$ cat src/rtl/core_hazard_unit.sv
// Hazard, forwarding and load-use stall controller for the in-order pipeline.
// A shift-register scoreboard of in-flight writes selects operand sources and inserts bubbles.
module core_hazard_unit #(
    parameter int XLEN       = 32,
    parameter int REG_W      = 5,
    parameter int NUM_STAGES = 3,
    parameter int LOAD_READY = 2,
    parameter int CNT_W      = 16,
    localparam int FSEL_W    = $clog2(NUM_STAGES + 1)
) (
    input  logic                       clock,
    input  logic                       reset,
    input  logic                       icache_stall,
    input  logic                       dcache_stall,
    input  logic                       d_valid,
    input  logic                       d_flush,
    input  logic [REG_W-1:0]           d_read_sel1,
    input  logic [REG_W-1:0]           d_read_sel2,
    input  logic                       d_uses1,
    input  logic                       d_uses2,
    input  logic [REG_W-1:0]           d_write_sel,
    input  logic                       d_is_wb,
    input  logic                       d_is_load,
    input  logic [XLEN-1:0]            rf_data1,
    input  logic [XLEN-1:0]            rf_data2,
    input  logic [NUM_STAGES*XLEN-1:0] stage_result,
    output logic [XLEN-1:0]            op1,
    output logic [XLEN-1:0]            op2,
    output logic [FSEL_W-1:0]          fwd_sel1,
    output logic [FSEL_W-1:0]          fwd_sel2,
    output logic                       stall,
    output logic                       advance,
    output logic [CNT_W-1:0]           loaduse_cnt
);

    logic [NUM_STAGES-1:0] sb_valid_r;
    logic [NUM_STAGES-1:0] sb_wb_r;
    logic [NUM_STAGES-1:0] sb_load_r;
    logic [REG_W-1:0]      sb_sel_r [NUM_STAGES];
    logic [CNT_W-1:0]      loaduse_cnt_r;

    logic                  advance_s;
    logic                  stall_s;
    logic [REG_W-1:0]      rsel_s [2];
    logic [1:0]            ruse_s;
    logic [XLEN-1:0]       rf_s [2];
    logic [FSEL_W-1:0]     fsel_s [2];
    logic [XLEN-1:0]       opv_s [2];
    logic [1:0]            haz_s;

    assign rsel_s[0] = d_read_sel1;
    assign rsel_s[1] = d_read_sel2;
    assign ruse_s    = {d_uses2, d_uses1};
    assign rf_s[0]   = rf_data1;
    assign rf_s[1]   = rf_data2;

    // Per-operand youngest-match search; scanning oldest to youngest lets the youngest hit win.
    always_comb begin
        logic              hit_s;
        logic              hit_early_load_s;
        logic [FSEL_W-1:0] hit_fsel_s;
        logic [XLEN-1:0]   hit_res_s;
        for (int k = 0; k < 2; k++) begin
            fsel_s[k]        = '0;
            opv_s[k]         = rf_s[k];
            haz_s[k]         = 1'b0;
            hit_s            = 1'b0;
            hit_early_load_s = 1'b0;
            hit_fsel_s       = '0;
            hit_res_s        = '0;
            for (int i = NUM_STAGES - 1; i >= 0; i--) begin
                if (sb_valid_r[i] && sb_wb_r[i] && (sb_sel_r[i] == rsel_s[k])) begin
                    hit_s            = 1'b1;
                    hit_early_load_s = sb_load_r[i] && (i < LOAD_READY);
                    hit_fsel_s       = FSEL_W'(i + 1);
                    hit_res_s        = stage_result[i*XLEN +: XLEN];
                end else begin
                    hit_s            = hit_s;
                end
            end
            // x0 is hard-wired, so it neither forwards nor creates a hazard.
            if (ruse_s[k] && (rsel_s[k] != '0) && hit_s) begin
                if (hit_early_load_s) begin
                    haz_s[k] = 1'b1;
                end else begin
                    fsel_s[k] = hit_fsel_s;
                    opv_s[k]  = hit_res_s;
                end
            end else begin
                haz_s[k] = 1'b0;
            end
        end
    end

    assign advance_s   = !icache_stall && !dcache_stall;
    assign stall_s     = d_valid && !d_flush && (|haz_s);

    assign advance     = advance_s;
    assign stall       = stall_s;
    assign op1         = opv_s[0];
    assign op2         = opv_s[1];
    assign fwd_sel1    = fsel_s[0];
    assign fwd_sel2    = fsel_s[1];
    assign loaduse_cnt = loaduse_cnt_r;

    // Scoreboard shift and load-use counter; a cache freeze holds everything.
    always_ff @(posedge clock) begin
        if (reset) begin
            sb_valid_r    <= '0;
            sb_wb_r       <= '0;
            sb_load_r     <= '0;
            for (int i = 0; i < NUM_STAGES; i++) begin
                sb_sel_r[i] <= '0;
            end
            loaduse_cnt_r <= '0;
        end else if (advance_s) begin
            for (int i = 1; i < NUM_STAGES; i++) begin
                sb_valid_r[i] <= sb_valid_r[i-1];
                sb_wb_r[i]    <= sb_wb_r[i-1];
                sb_load_r[i]  <= sb_load_r[i-1];
                sb_sel_r[i]   <= sb_sel_r[i-1];
            end
            sb_valid_r[0] <= d_valid && !d_flush && !stall_s;
            sb_wb_r[0]    <= d_is_wb;
            sb_load_r[0]  <= d_is_load;
            sb_sel_r[0]   <= d_write_sel;
            if (stall_s) begin
                loaduse_cnt_r <= loaduse_cnt_r + CNT_W'(1);
            end else begin
                loaduse_cnt_r <= loaduse_cnt_r;
            end
        end else begin
            loaduse_cnt_r <= loaduse_cnt_r;
        end
    end

endmodule
$ cat config.mk
export PLATFORM = sky130hd
export DESIGN_NAME = core_hazard_unit
export DESIGN_NICKNAME = d
export VERILOG_FILES = /design/src/rtl/core_hazard_unit.sv
export SDC_FILE = /design/constraint.sdc
export NUM_CORES = 1
export LEC_CHECK = 0
export CAP_MARGIN = 20
export CORE_MARGIN = 1
export CORE_UTILIZATION = 35
export DETAILED_ROUTE_END_ITERATION = 8
export GPL_ROUTABILITY_DRIVEN = 0
export GPL_TIMING_DRIVEN = 0
export HOLD_SLACK_MARGIN = 0.08
export PLACE_DENSITY = 0.82
export REMOVE_ABC_BUFFERS = 1
export SETUP_SLACK_MARGIN = 0.02
export SLEW_MARGIN = 25
export SYNTH_ARGS = -nofsm -noshare
export SYNTH_HDL_FRONTEND = slang
export SYNTH_SLANG_ARGS = --single-unit
$ cat constraint.sdc
create_clock -name clock -period 4.5 [get_ports clock]
set_clock_uncertainty 0.1 [all_clocks]
set_input_delay 0.9 -clock clock [delete_from_list [all_inputs] [get_ports clock]]
set_output_delay 0.9 -clock clock [all_outputs]
set_load 0.005 [all_outputs]
# [Word level (Yosys, flattened, before mapping)]
# Memories as Yosys holds them, arrays and structs flattened.
# Cells that the tools add are included.
[word_totals] ff_bits=24 mem_bits_rw=15 out_inout_bits=86 word_cells=82 memories=1
[classes] add_sub_neg=1 eq_ne=6 muxes=42 bitwise=3 reduce_logical=25
[mem_list] name="sb_sel_r" depth=3 width=5 read_ports=3 rd_clocked_by_memory_dff=0 wr=3 line_no="39" source="logic [REG_W-1:0] sb_sel_r [NUM_STAGES];"
[ops] operator="$mux W32" count=10
[ops] operator="$eq A5 B5 Y1" count=6
[ops] operator="$mux W2" count=10
[ops] operator="$mux W1" count=19
[ops] operator="$logic_and A1 B1 Y1" count=17
[ops] operator="$add A16 B1 Y16 const B" count=1
[ops] operator="$mux W5" count=3
[ops] operator="$reduce_bool A5 Y1" count=2
[ops] operator="$logic_not A1 Y1" count=4
[ops] operator="$or A1 B1 Y1" count=3
[ops] operator="$reduce_and A2 Y1" count=1
[ops] operator="$reduce_or A2 Y1" count=1

# [Longest topological paths before layout]
# Gate-level depths: netlist of run 1.
[logic_depth] ltp_word=11 depth_mapped=10 mapped_depth_nobuf=7

# [Worst setup path after synthesis of run 1]
# Ideal clock, no wire load.
[synth_timing] path_type="input-to-output" start="input port d_read_sel2[2]" end="output port op2[22]" arrival_ns=2.485 setup_slack_ns=1.015 stages=10 path_buffers=3 cell_sequence="xnor2_1 -> nand3_1 -> nor2_1 -> nor2b_1 -> clkbuf_1 -> o311ai_1 -> buf_2 -> buf_2 -> nand2_1 -> o31ai_1"
[synth_via] elab_chain_cells=7
[synth_lines] item="from (decl)" line_no="18" source="input logic [REG_W-1:0] d_read_sel2,"
[synth_lines] item="$eq A5 B5 Y1" line_no="72" source="if (sb_valid_r[i] && sb_wb_r[i] && (sb_sel_r[i] == rsel_s[k])) begin"
[synth_lines] item="$logic_and A1 B1 Y1" line_no="72"
[synth_lines] item="$mux W32 or $mux W1 (tied branches) (3 in series)" line_no="72"
[synth_lines] item="$mux W32 or $logic_and A1 B1 Y1 (tied branches)" line_no="83, 82"
[synth_lines] item="$mux W32 (*)" line_no="82" source="if (ruse_s[k] && (rsel_s[k] != '0) && hit_s) begin"
[synth_lines] item="to (decl)" line_no="28" source="output logic [XLEN-1:0] op2,"
# Mark *: on every way between the ends. The rest lies on a longest branch, timed or not.

# [Worst setup path after layout of run 1]
[layout_timing] start="input port d_read_sel1[3]" end="output port op1[22]"
[layout_via] elab_chain_cells=7
[layout_lines] item="from (decl)" line_no="17" source="input logic [REG_W-1:0] d_read_sel1,"
[layout_lines] item="$eq A5 B5 Y1" line_no="72"
[layout_lines] item="$logic_and A1 B1 Y1" line_no="72"
[layout_lines] item="$mux W32 or $mux W1 (tied branches) (3 in series)" line_no="72"
[layout_lines] item="$mux W32 or $logic_and A1 B1 Y1 (tied branches)" line_no="83, 82"
[layout_lines] item="$mux W32 (*)" line_no="82"
[layout_lines] item="to (decl)" line_no="27" source="output logic [XLEN-1:0] op1,"
# Marks and branches as above.

==> run_results.csv, run 1 <==
group,metric,value,unit
synth,ys_top_cells_by_area,"a221oi_1 (14%), o31ai_1 (13%), dfxtp_1 (12%)",
global_routing,grt_remaining_overflow,0,
synth,ys_ff_latch,39,
clock_network,cts_max_level,2,
sta,drv_slew,0,
synth,ys_types,43,
sta,max_freq,225,MHz
floorplan,core_area,10900,um2
global_routing,grt_pass1_vias,5821,
placed_design,dp_slack,-1.36,ns
sta,hold_violations,0,
cells_and_area,final_util,68.6,%
global_routing,antenna_found_initial,0,
cells_and_area,fill_cells,863,
cells_and_area,n_antenna_cell,0,
floorplan,ios,271,
cells_and_area,fin_cells,947,
synth,ys_seq_area_share,23.5,%
clock_network,cts_buffers,5,
placed_design,hpwl,14000,um
synth,yosysTopAreaCell,"a221oi_1",
sta,whs,0.381,ns
run_status,status,"finished, final reports clean",
clock_network,path_clk_slew,0.06,ns
placed_design,dp.cells,918,
synth,postSynth.asyncResetShare,0,%
placed_design,port_buffers,270,
critical_path,crit_required,3.50,ns
critical_path,end_kind,"primary output",
critical_path,critical_path.max_fanout,20,
route,dr.pass1.iters,8,
sta,setup_ws,0.0524,ns
critical_path,slowest_delay,0.53,ns
power_and_ir_drop,vdd.ir_drop.worst,0.260,mV
clock_network,clock_path_buffers,2,
synth,yosys_warnings,0,
global_routing,track_usage,31.4,%
floorplan,die_area,11800,um2
floorplan,die-width,108,um
synth,syn_area,3960,um2
sta,setup_viol,0,
sta,maxSlewHeadroom,38.0,%
clock_network,cts-root-buf,"clkbuf_16",
power_and_ir_drop,cellPowerDensity,149,nW/um2
cells_and_area,area_growth,89.1,%
synth,synth-main-ff-cell,"dfxtp_1",
power_and_ir_drop,leakage,2.82,nW
hold_path,min_path_type,"flip-flop to flip-flop",
global_routing,grt_max_degree,35,
critical_path,critPathBufInv,5,
synth,avgSynthCellArea,7.25,um2
cells_and_area,drive_gt1_share,9.42,%
critical_path,crit_chain,"dlygate4sd2_1 > xor2_1 > nor3_2 > and3_4 > buf_16 > nor2_4 > o31ai_4 > buf_4 > buf_8 > nand2_1 > o31ai_1 > clkdlybuf4s50_1",
clock_network,holdBufCountCts,0,
critical_path,arrival,3.45,ns
synth,synth_top_area_share,14.1,%
critical_path,critPathLaunchType,"primary input",
route,drtAntennaViolNets,0,
synth,synth_enable_flop_cells,15,
route,wl_per_cell,20.4,um
critical_path,path_delay_family,"buffers and inverters",
sta,layout_min_cycle_time,4.45,ns
critical_path,slowest_stage,"clkdlybuf4s50_1",
sta,rsz0062_at_grt,"true",
synth,netlist_instances,547,
clock_network,insertion_delay,0.28,ns
sta,worstMarginPinSlew,0.927,ns
floorplan,start_util,36.2,%
floorplan,die_y,108,um
synth,synth_most_common_cell,"nand2_1",
clock_network,cts.sinks,39,
global_routing,grt_pass1_wl,29000,um
sta,min_period_over_period,98.8,%
run,drv_cap,0,
route,drc,0,
floorplan,num_rows,38,
critical_path,path_class,"primary input to primary output",
route,detail_route.vias_per_cell,6.23,
clock_network,cts_tree,"done",
synth,ys_top_cells_by_count,"nand2_1 (89), o31ai_1 (68), a221oi_1 (64)",
cells_and_area,fin_nets,992,
route,num_vias,5896,
route,wirelength,19300,um
route,drt_iter0_markers,622,
-- report_power, final --
part | switching (mW) | total (mW) | internal [mW]
Sequential | 0.0145 | 0.393 | 0.378
Combinational | 0.139 | 0.377 | 0.238
Clock | 0.144 | 0.348 | 0.204
Total | 0.298 | 1.12 | 0.821
-- state kept, by name, summed over array words and instances (netlist names) --
register,cells
loaduse_cnt,16
sb_load_r,2
sb_sel_r,15
sb_valid_r,3
sb_wb_r,3
-- cell type report --
class | instances | area (um2) | share of cell area [%]
inverter | 5 | 18.8 | 0.250
tap | 140 | 175 | 2.34
clock buffer | 5 | 125 | 1.67
multi-input combinational | 448 | 2970 | 39.6
clock inverter | 3 | 18.8 | 0.250
timing repair buffer | 307 | 3260 | 43.5
sequential | 39 | 931 | 12.4
-- cells by family (layout without fill, tap and decap cells) --
logic type | count (synthesis) | after routing | synth area share (%)
AO/OA/AOI/OAI | 176 | 176 | 33.5
XOR/XNOR | 31 | 31 | 6.85
adder cells (fa/ha/maj) | 1 | 1 | 0.316
buffers and inverters | 60 | 320 | 6.22
flip-flops | 39 | 39 | 23.5
multiplexers | 3 | 3 | 0.789
AND/OR/NAND/NOR | 237 | 237 | 28.9
-- worst reg2reg max path, cell delays in order, from the launching register on --
cell and delay [ns]:
dfxtp_1 0.45, nand2_2 0.53, nor3_4 0.38, buf_6 0.16, buf_4 0.17, mux2_2 0.37, a31oi_2 0.65, mux2i_1 0.27
nor2_1 0.05
-- per-stage QoR --
step | area [um2] | power, mW | setup TNS (ns)
final | 7500 | 1.12 | 0
after CTS | 7340 | 1.11 | 0
after detailed placement | 7000 | 0.767 | -68.62
after floorplan | 3740 | 0.482 | -217.20
after global placement | 6610 | 0.742 | -592.08
after global routing | 7500 | 1.16 | -0.0564
-- cell usage in the layout (no fill, tap or decap), types with 4 or more instances in the layout --
cell type,Yosys,layout
a21oi_1,22,22
a221oi_1,64,64
and2_1,18,18
buf_16,0,6
buf_4,1,17
buf_6,0,4
buf_8,0,7
clkbuf_16,0,5
clkdlybuf4s50_1,0,230
dfxtp_1,24,24
dlygate4sd2_1,0,11
dlymetal6s2s_1,0,27
edfxtp_1,15,15
inv_1,4,4
nand2_1,89,87
nand3_1,8,7
nand4_1,7,7
nor2_1,47,45
nor4_1,32,32
o21ai_0,6,6
o21ai_1,7,7
o31ai_1,68,61
o31ai_2,0,6
or3_1,12,11
or4_1,5,5
xnor2_1,22,17
xnor2_2,0,5
xor2_1,9,8
-- final timing paths --
path	start	slack [ns]	to	cells past startpoint
hold / removal	sb_valid_r[2]$_SDFFE_PP0P_	0.38	sb_valid_r[2]$_SDFFE_PP0P_	2
hold reg to reg	sb_valid_r[2]$_SDFFE_PP0P_	0.38	sb_valid_r[2]$_SDFFE_PP0P_	2
setup / recovery	d_read_sel1[3]	0.05	op1[22]	12
setup reg to reg	sb_wb_r[0]$_SDFFE_PP0P_	1.22	loaduse_cnt[1]$_SDFFE_PP0P_	8
-- timing repair --
| item | 4_1_cts | 5_1_grt |
|---|---|---|
| gates resized for setup | 23 | 38 |
| buffers inserted | 17 | 4 |
| pin swaps | 10 | 3 |
| setup endpoints to repair | 70 | 57 |
-- per-layer routing --
metal	vias up	global-route usage, %	part of all wire [%]
met1	2731	36.3	37
met3	95	5.61	9.3
met4	0	18.3	5.2
met2	434	54.0	49
met5	-	0	0
li1	2636	-	-
No activity file was read; power rests on OpenSTA's default activity.
==> run 2, diff against run 1 <==
CTS_BUF_LIST = sky130_fd_sc_hd__clkbuf_8   (was not set)
MAX_ROUTING_LAYER = met4   (was not set)
==> run 2 against run 1 <==
  * Combinational power hardly changed
  * Global-route usage is 0.88 points higher
  * Setup slack better by 0.017 ns
  * Clock-buffer cell count stayed put
  * Non-clock buffer count is 1 higher
  * Largest power group unchanged
==> run_results.csv, run 2 (same netlist as run 1, synthesis figures left out) <==
group,metric,value,unit
run_status,status,"finished, final reports clean",
critical_path,critical_path.max_fanout,20,
floorplan,die_area,11800,um2
critical_path,crit_required,3.50,ns
route,dr.pass1.iters,5,
power_and_ir_drop,p_total,1.01,mW
route,drt_iter0_markers,605,
cells_and_area,largest_reg_flops,16,
global_routing,antenna_found_initial,0,
clock_network,insertion_delay,0.30,ns
cells_and_area,fin_nets,993,
clock_network,clock_path_buffers,2,
floorplan,start_util,36.2,%
cells_and_area,area_growth,87.2,%
sta,setup_viol,0,
clock_network,cts.sinks,39,
cells_and_area,final_cell_mix,"clkdlybuf4s50_1 (241), nand2_1 (87), a221oi_1 (64)",
route,wirelength,19300,um
clock_network,cts_max_level,2,
critical_path,arrival,3.43,ns
critical_path,end_kind,"primary output",
route,num_vias,5842,
sta,layout_min_cycle_time,4.43,ns
route,drc,0,
route,drtAntennaViolNets,0,
placed_design,port_buffers,270,
sta,drv_slew,0,
clock_network,cts_tree,"done",
cells_and_area,drive_gt1_share,9.28,%
sta,worstMarginPinSlew,0.945,ns
global_routing,grt_pass1_wl,29000,um
clock_network,cts-root-buf,"clkbuf_8",
power_and_ir_drop,cellPowerDensity,137,nW/um2
clock_network,path_clk_slew,0.08,ns
global_routing,grt_pass1_vias,5815,
sta,maxSlewHeadroom,36.8,%
clock_network,cts_buffers,5,
hold_path,min_path_type,"flip-flop to flip-flop",
floorplan,die-width,108,um
run,drv_cap,0,
hold_path,min_path_cells,2,
power_and_ir_drop,vdd.ir_drop.worst,0.234,mV
critical_path,path_class,"primary input to primary output",
cells_and_area,layout_commonest_cell,"clkdlybuf4s50_1",
cells_and_area,n_antenna_cell,0,
global_routing,track_usage,32.3,%
power_and_ir_drop,leakage,2.70,nW
route,wl_per_cell,20.3,um
route,detail_route.vias_per_cell,6.16,
floorplan,num_rows,38,
critical_path,rr_worst_depth,7,
sta,max_freq,226,MHz
global_routing,grt_remaining_overflow,0,
sta,min_period_over_period,98.5,%
floorplan,core_area,10900,um2
global_routing,grt_max_degree,35,
placed_design,hpwl,14000,um
sta,whs,0.386,ns
cells_and_area,finalInstanceArea,7420,um2
floorplan,die_y,108,um
placed_design,dpl_cell_area,7000,um2
critical_path,critPathLaunchType,"primary input",
sta,hold_violations,0,
floorplan,ios,271,
==> run 2: path summary, 6_finish.rpt <==
kind	start	endpoint	slack, ns
setup / recovery	d_read_sel1[3]	op1[1]	0.07
hold / removal	sb_valid_r[2]$_SDFFE_PP0P_	sb_valid_r[2]$_SDFFE_PP0P_	0.39
setup reg to reg	sb_wb_r[0]$_SDFFE_PP0P_	loaduse_cnt[4]$_SDFFE_PP0P_	1.34
hold reg to reg	sb_valid_r[2]$_SDFFE_PP0P_	sb_valid_r[2]$_SDFFE_PP0P_	0.39
==> run 2: where the power goes <==
| part | leakage, nW | switching, mW | internal, mW | total [mW] |
|---|---|---|---|---|
| Combinational | 2.31 | 0.138 | 0.239 | 0.378 |
| Sequential | 0.352 | 0.0147 | 0.378 | 0.392 |
| Clock | 0.0445 | 0.135 | 0.108 | 0.243 |
==> run 2: per-stage QoR <==
stage,util (%),instances,setup slack (ns),setup TNS [ns]
after global routing,67.8,948,-0.00749,-0.00749
after global placement,60.5,902,-9.39,-592.08
after detailed placement,64.1,918,-1.36,-68.62
final,67.8,948,0.0694,0
after CTS,66.7,944,0.0318,0
after floorplan,-,492,-3.58,-217.20
==> run 2: area by class of cell <==
type | count | area [um2]
fillers | 878 | 3520
multi-input cells | 448 | 2960
clock buffers | 5 | 68.8
repair buffers | 308 | 3250
clock inverters | 3 | 18.8
well taps | 140 | 175
inverters | 5 | 18.8
flip-flops and latches | 39 | 931
==> run 2: per-layer routing <==
metal  track usage [%]  share of wire [%]  vias up
met4              18.9                4.9        0
li1                  -                  -     2650
met3              5.24                8.7       81
met1              36.1                 38     2724
met5                 -                  0        -
met2              54.1                 49      387
==> run 2: what timing repair did <==
| action | CTS | global route |
|---|---|---|
| hold buffers | 0 | 0 |
| setup buffers | 18 | 4 |
| hold endpoints to repair | 0 | 0 |
| endpoints found under the setup margin | 69 | 59 |
| resized for setup | 21 | 28 |
| pin swaps | 10 | 6 |
==> run 2: critical path: stages <==
cell             delay [ns]
dlygate4sd2_1          0.30
xor2_1                 0.19
nor3_2                 0.27
and3_4                 0.28
buf_16                 0.17
nor2_4                 0.07
o31ai_4                0.22
buf_6                  0.16
buf_8                  0.17
nand2_1                0.09
o31ai_2                0.06
clkdlybuf4s50_1        0.54
==> run 3, diff against run 2 <==
ABC_AREA = 1   (was not set)
PLACE_DENSITY = 0.78   (was 0.82)
==> run 3 against run 2 <==
  * Die area increased by 15%
  * Largest cell class is now multi-input combinational cells
  * Flip-flop and latch count did not move
  * Combinational power barely moved
  * Maximum frequency is 3.1% higher
  * First-iteration DRC count down 25%
  * Clock power shrank 7%
  * Total power fell by 2.3%
  * Utilization decreased by 6.3 points
  * Hold slack improved by 0.0012 ns
  * Sequential share of layout area decreased by 0.61 points
  * Highest routed layer unchanged
==> run_results.csv, run 3 <==
group,metric,value,unit
critical_path,end_kind,"primary output",
cells_and_area,largest_reg_flops,16,
floorplan,ios,271,
clock_network,cts-root-buf,"clkbuf_8",
critical_path,crit_chain,"dlygate4sd2_1 > inv_2 > nand2_1 > nand2_1 > nor2_4 > nand3_4 > buf_6 > nand3_1 > nand2_1 > nor2_4 > bufinv_16 > o21ai_1 > clkdlybuf4s50_1",
route,drc,0,
sta,max_freq,233,MHz
sta,layout_min_cycle_time,4.30,ns
placed_design,dp.cells,1212,
route,drtAntennaViolNets,0,
power_and_ir_drop,leakage,3.32,nW
critical_path,critPathBufInv,5,
hold_path,min_path_cells,2,
route,dr.pass1.iters,5,
floorplan,start_util,36.1,%
sta,drv_slew,0,
synth,ys_types,31,
cells_and_area,fin_cells,1242,
global_routing,track_usage,30.5,%
synth,ys_seq_area_share,20.3,%
power_and_ir_drop,clkPwrFrac,22.8,%
clock_network,cts_tree,"done",
cells_and_area,multi_input_area,3140,um2
sta,setup_ws,0.204,ns
floorplan,die_y,116,um
clock_network,cts_buffers,5,
cells_and_area,seq_area,931,um2
clock_network,insertion_delay,0.30,ns
cells_and_area,final_cell_mix,"nand2_1 (258), clkdlybuf4s50_1 (258), inv_1 (100)",
sta,maxSlewHeadroom,42.3,%
clock_network,path_clk_slew,0.07,ns
power_and_ir_drop,p_total,990,uW
clock_network,clock_path_buffers,2,
route,detail_route.vias_per_cell,5.23,
power_and_ir_drop,swShare,28.1,%
critical_path,arrival,3.30,ns
synth,synth_top_area_share,21.2,%
hold_path,hp-start,"sb_wb_r[0]$_SDFFE_PP0P_",
sta,rsz0062_at_grt,"false",
synth,yosysTopAreaCell,"nand2_1",
global_routing,met1_usage,38.0,%
critical_path,path_delay_family,"buffers and inverters",
global_routing,grt_pass1_wl,30900,um
critical_path,r2r_setup_slack,2.14,ns
synth,syn_area,4580,um2
critical_path,path_class,"primary input to primary output",
critical_path,critPathLaunchType,"primary input",
synth,synth-main-ff-cell,"dfxtp_1",
global_routing,grt_remaining_overflow,0,
cells_and_area,fin_nets,1256,
critical_path,r2r_start,"sb_sel_r[0][7]$_SDFFCE_PN0P_",
synth,synth_enable_flop_cells,15,
global_routing,grt_pass1_vias,5656,
cells_and_area,drive_gt1_share,6.92,%
hold_path,min_to,"sb_wb_r[1]$_SDFFE_PP0P_",
floorplan,core_area,12700,um2
synth,netlist_instances,813,
critical_path,critical_path.max_fanout,33,
critical_path,r2r-end,"loaduse_cnt[5]$_SDFFE_PP0P_",
synth,synth_most_common_cell,"nand2_1",
synth,yosys_warnings,0,
clock_network,cts.sinks,39,
synth,avgSynthCellArea,5.63,um2
synth,ys_ff_latch,39,
critical_path,critPathMostFrequentCell,"nand2_1",
critical_path,slowest_delay,0.55,ns
sta,setup_viol,0,
run_status,status,"finished, final reports clean",
critical_path,slowest_stage,"clkdlybuf4s50_1",
clock_network,cts_max_level,2,
cells_and_area,fill_cells,1229,
power_and_ir_drop,p_int,713,uW
floorplan,die-width,116,um
sta,hold_violations,0,
route,wl_per_cell,16.7,um
placed_design,hpwl,14200,um
global_routing,grtUsageMet2,49.3,%
critical_path,rr_worst_depth,13,
route,num_vias,6497,
sta,finalSetupTns,0,ns
floorplan,die_area,13500,um2
synth,ys_top_cells_by_count,"nand2_1 (258), inv_1 (99), o211ai_1 (89)",
power_and_ir_drop,vdd.ir_drop.worst,0.183,mV
placed_design,dp_slack,-1.18,ns
sta,worstMarginPinSlew,0.863,ns
critical_path,crit_required,3.50,ns
power_and_ir_drop,pwr-share-seq,38.8,%
cells_and_area,area_growth,70.3,%
global_routing,busiest_layer,"met2",
cells_and_area,n_antenna_cell,0,
global_routing,grt_max_degree,51,
synth,postSynth.asyncResetShare,0,%
placed_design,port_buffers,270,
run,drv_cap,0,
power_and_ir_drop,cellPowerDensity,127,nW/um2
synth,ys_top_cells_by_area,"nand2_1 (21%), o211ai_1 (15%), dfxtp_1 (10%)",
power_and_ir_drop,p_comb_share,38.3,%
power_and_ir_drop,switching_power,278,uW
sta,min_period_over_period,95.5,%
route,wirelength,20700,um
global_routing,gr-usage-met3,4.83,%
floorplan,num_rows,41,
route,drt_iter0_markers,456,
global_routing,antenna_found_initial,0,
hold_path,min_path_type,"flip-flop to flip-flop",
[run 3: cell types whose count changed after synthesis, moves of 34 or more]
cell / before / now
a221oi_1: 64 / 0
nand2_1: 89 / 258
o211ai_1: 1 / 89
nor2_1: 47 / 81
o21ai_0: 6 / 46
nand3_1: 8 / 56
inv_1: 4 / 99
o31ai_1: 68 / 0
[run 3: kinds of logic after synthesis]
logic type / count (synthesis) / share of synthesized area, %
and+or+nand+nor: 428 / 39.1
AOI/OAI and AO/OA: 180 / 24.9
adders and majority gates: 1 / 0.273
xor gates and xnor gates: 1 / 0.191
DFF: 39 / 20.3
buffers and inverters: 164 / 15.2
[run 3: what timing repair did]
action                     4_1_cts  5_1_grt
gates cloned                     6        0
setup buffers                   16        1
hold buffers                     0        0
pin swaps                       12        4
gates resized for setup         37        8
setup endpoints to repair       69       34
[run 3: layout make-up]
| class | count | area share (%) |
|---|---|---|
| multi-input cells | 615 | 40.3 |
| repair buffers | 294 | 38.0 |
| flip-flops and latches | 39 | 11.9 |
| inverters | 114 | 5.89 |
| well taps | 172 | 2.76 |
| clock buffers | 5 | 0.883 |
| repair inverters | 1 | 0.112 |
| clock inverters | 2 | 0.0963 |
[run 3: how the worst max path moves through the flow]
| stage | to | cells past startpoint | startpoint | slack (ns) |
|---|---|---|---|---|
| 6_report | op1[11] | 13 | d_read_sel1[1] | 0.20 |
| 5_1_grt | op1[10] | 14 | d_read_sel1[4] | 0.09 |
| 4_1_cts | op2[30] | 12 | d_read_sel2[2] | 0.03 |
| 3_5_place_dp | fwd_sel2[1] | 12 | d_read_sel2[3] | -1.18 |
| 3_3_place_gp | fwd_sel2[1] | 13 | d_read_sel2[0] | -3.64 |
| 2_1_floorplan | fwd_sel2[1] | 11 | d_read_sel2[0] | -0.49 |
[run 3: metrics by stage]
| stage | cell area (um2) | hold slack, ns | util (%) |
|---|---|---|---|
| global placement | 7230 | 0.371 | 57.0 |
| global route | 7790 | 0.416 | 61.5 |
| CTS | 7770 | 0.389 | 61.3 |
| finish | 7790 | 0.387 | 61.5 |
| detailed placement | 7380 | 0.372 | 58.2 |
| floorplan | 4310 | 0.353 | - |
[run 3: worst register-to-register path: stages (launching register included)]
cell and delay (ns):
edfxtp_1 0.39, inv_1 0.09, nand2_1 0.07, nand2_1 0.06, nor2_2 0.32, nand3_4 0.15, inv_2 0.13, nand3_1 0.08
nand2_1 0.13, nand2_1 0.11, nand2_4 0.22, nand2_1 0.14, nor3_1 0.19, nor2_1 0.07
[run 3: power groups by stage]
| stage | Combinational, mW | Sequential, mW | Clock, mW |
|---|---|---|---|
| floorplan | 0.0936 | 0.391 | 0 |
| global placement | 0.341 | 0.392 | 0 |
| detailed placement | 0.350 | 0.392 | 0 |
| CTS | 0.377 | 0.384 | 0.232 |
| global route | 0.411 | 0.386 | 0.244 |
| finish | 0.380 | 0.384 | 0.226 |
[run 3: metal layers]
metal  wire length, um  share of wire, %
met4               834               4.0
met3              1390               6.7
met2              9840                47
met1              8680                42
met5                 0                 0
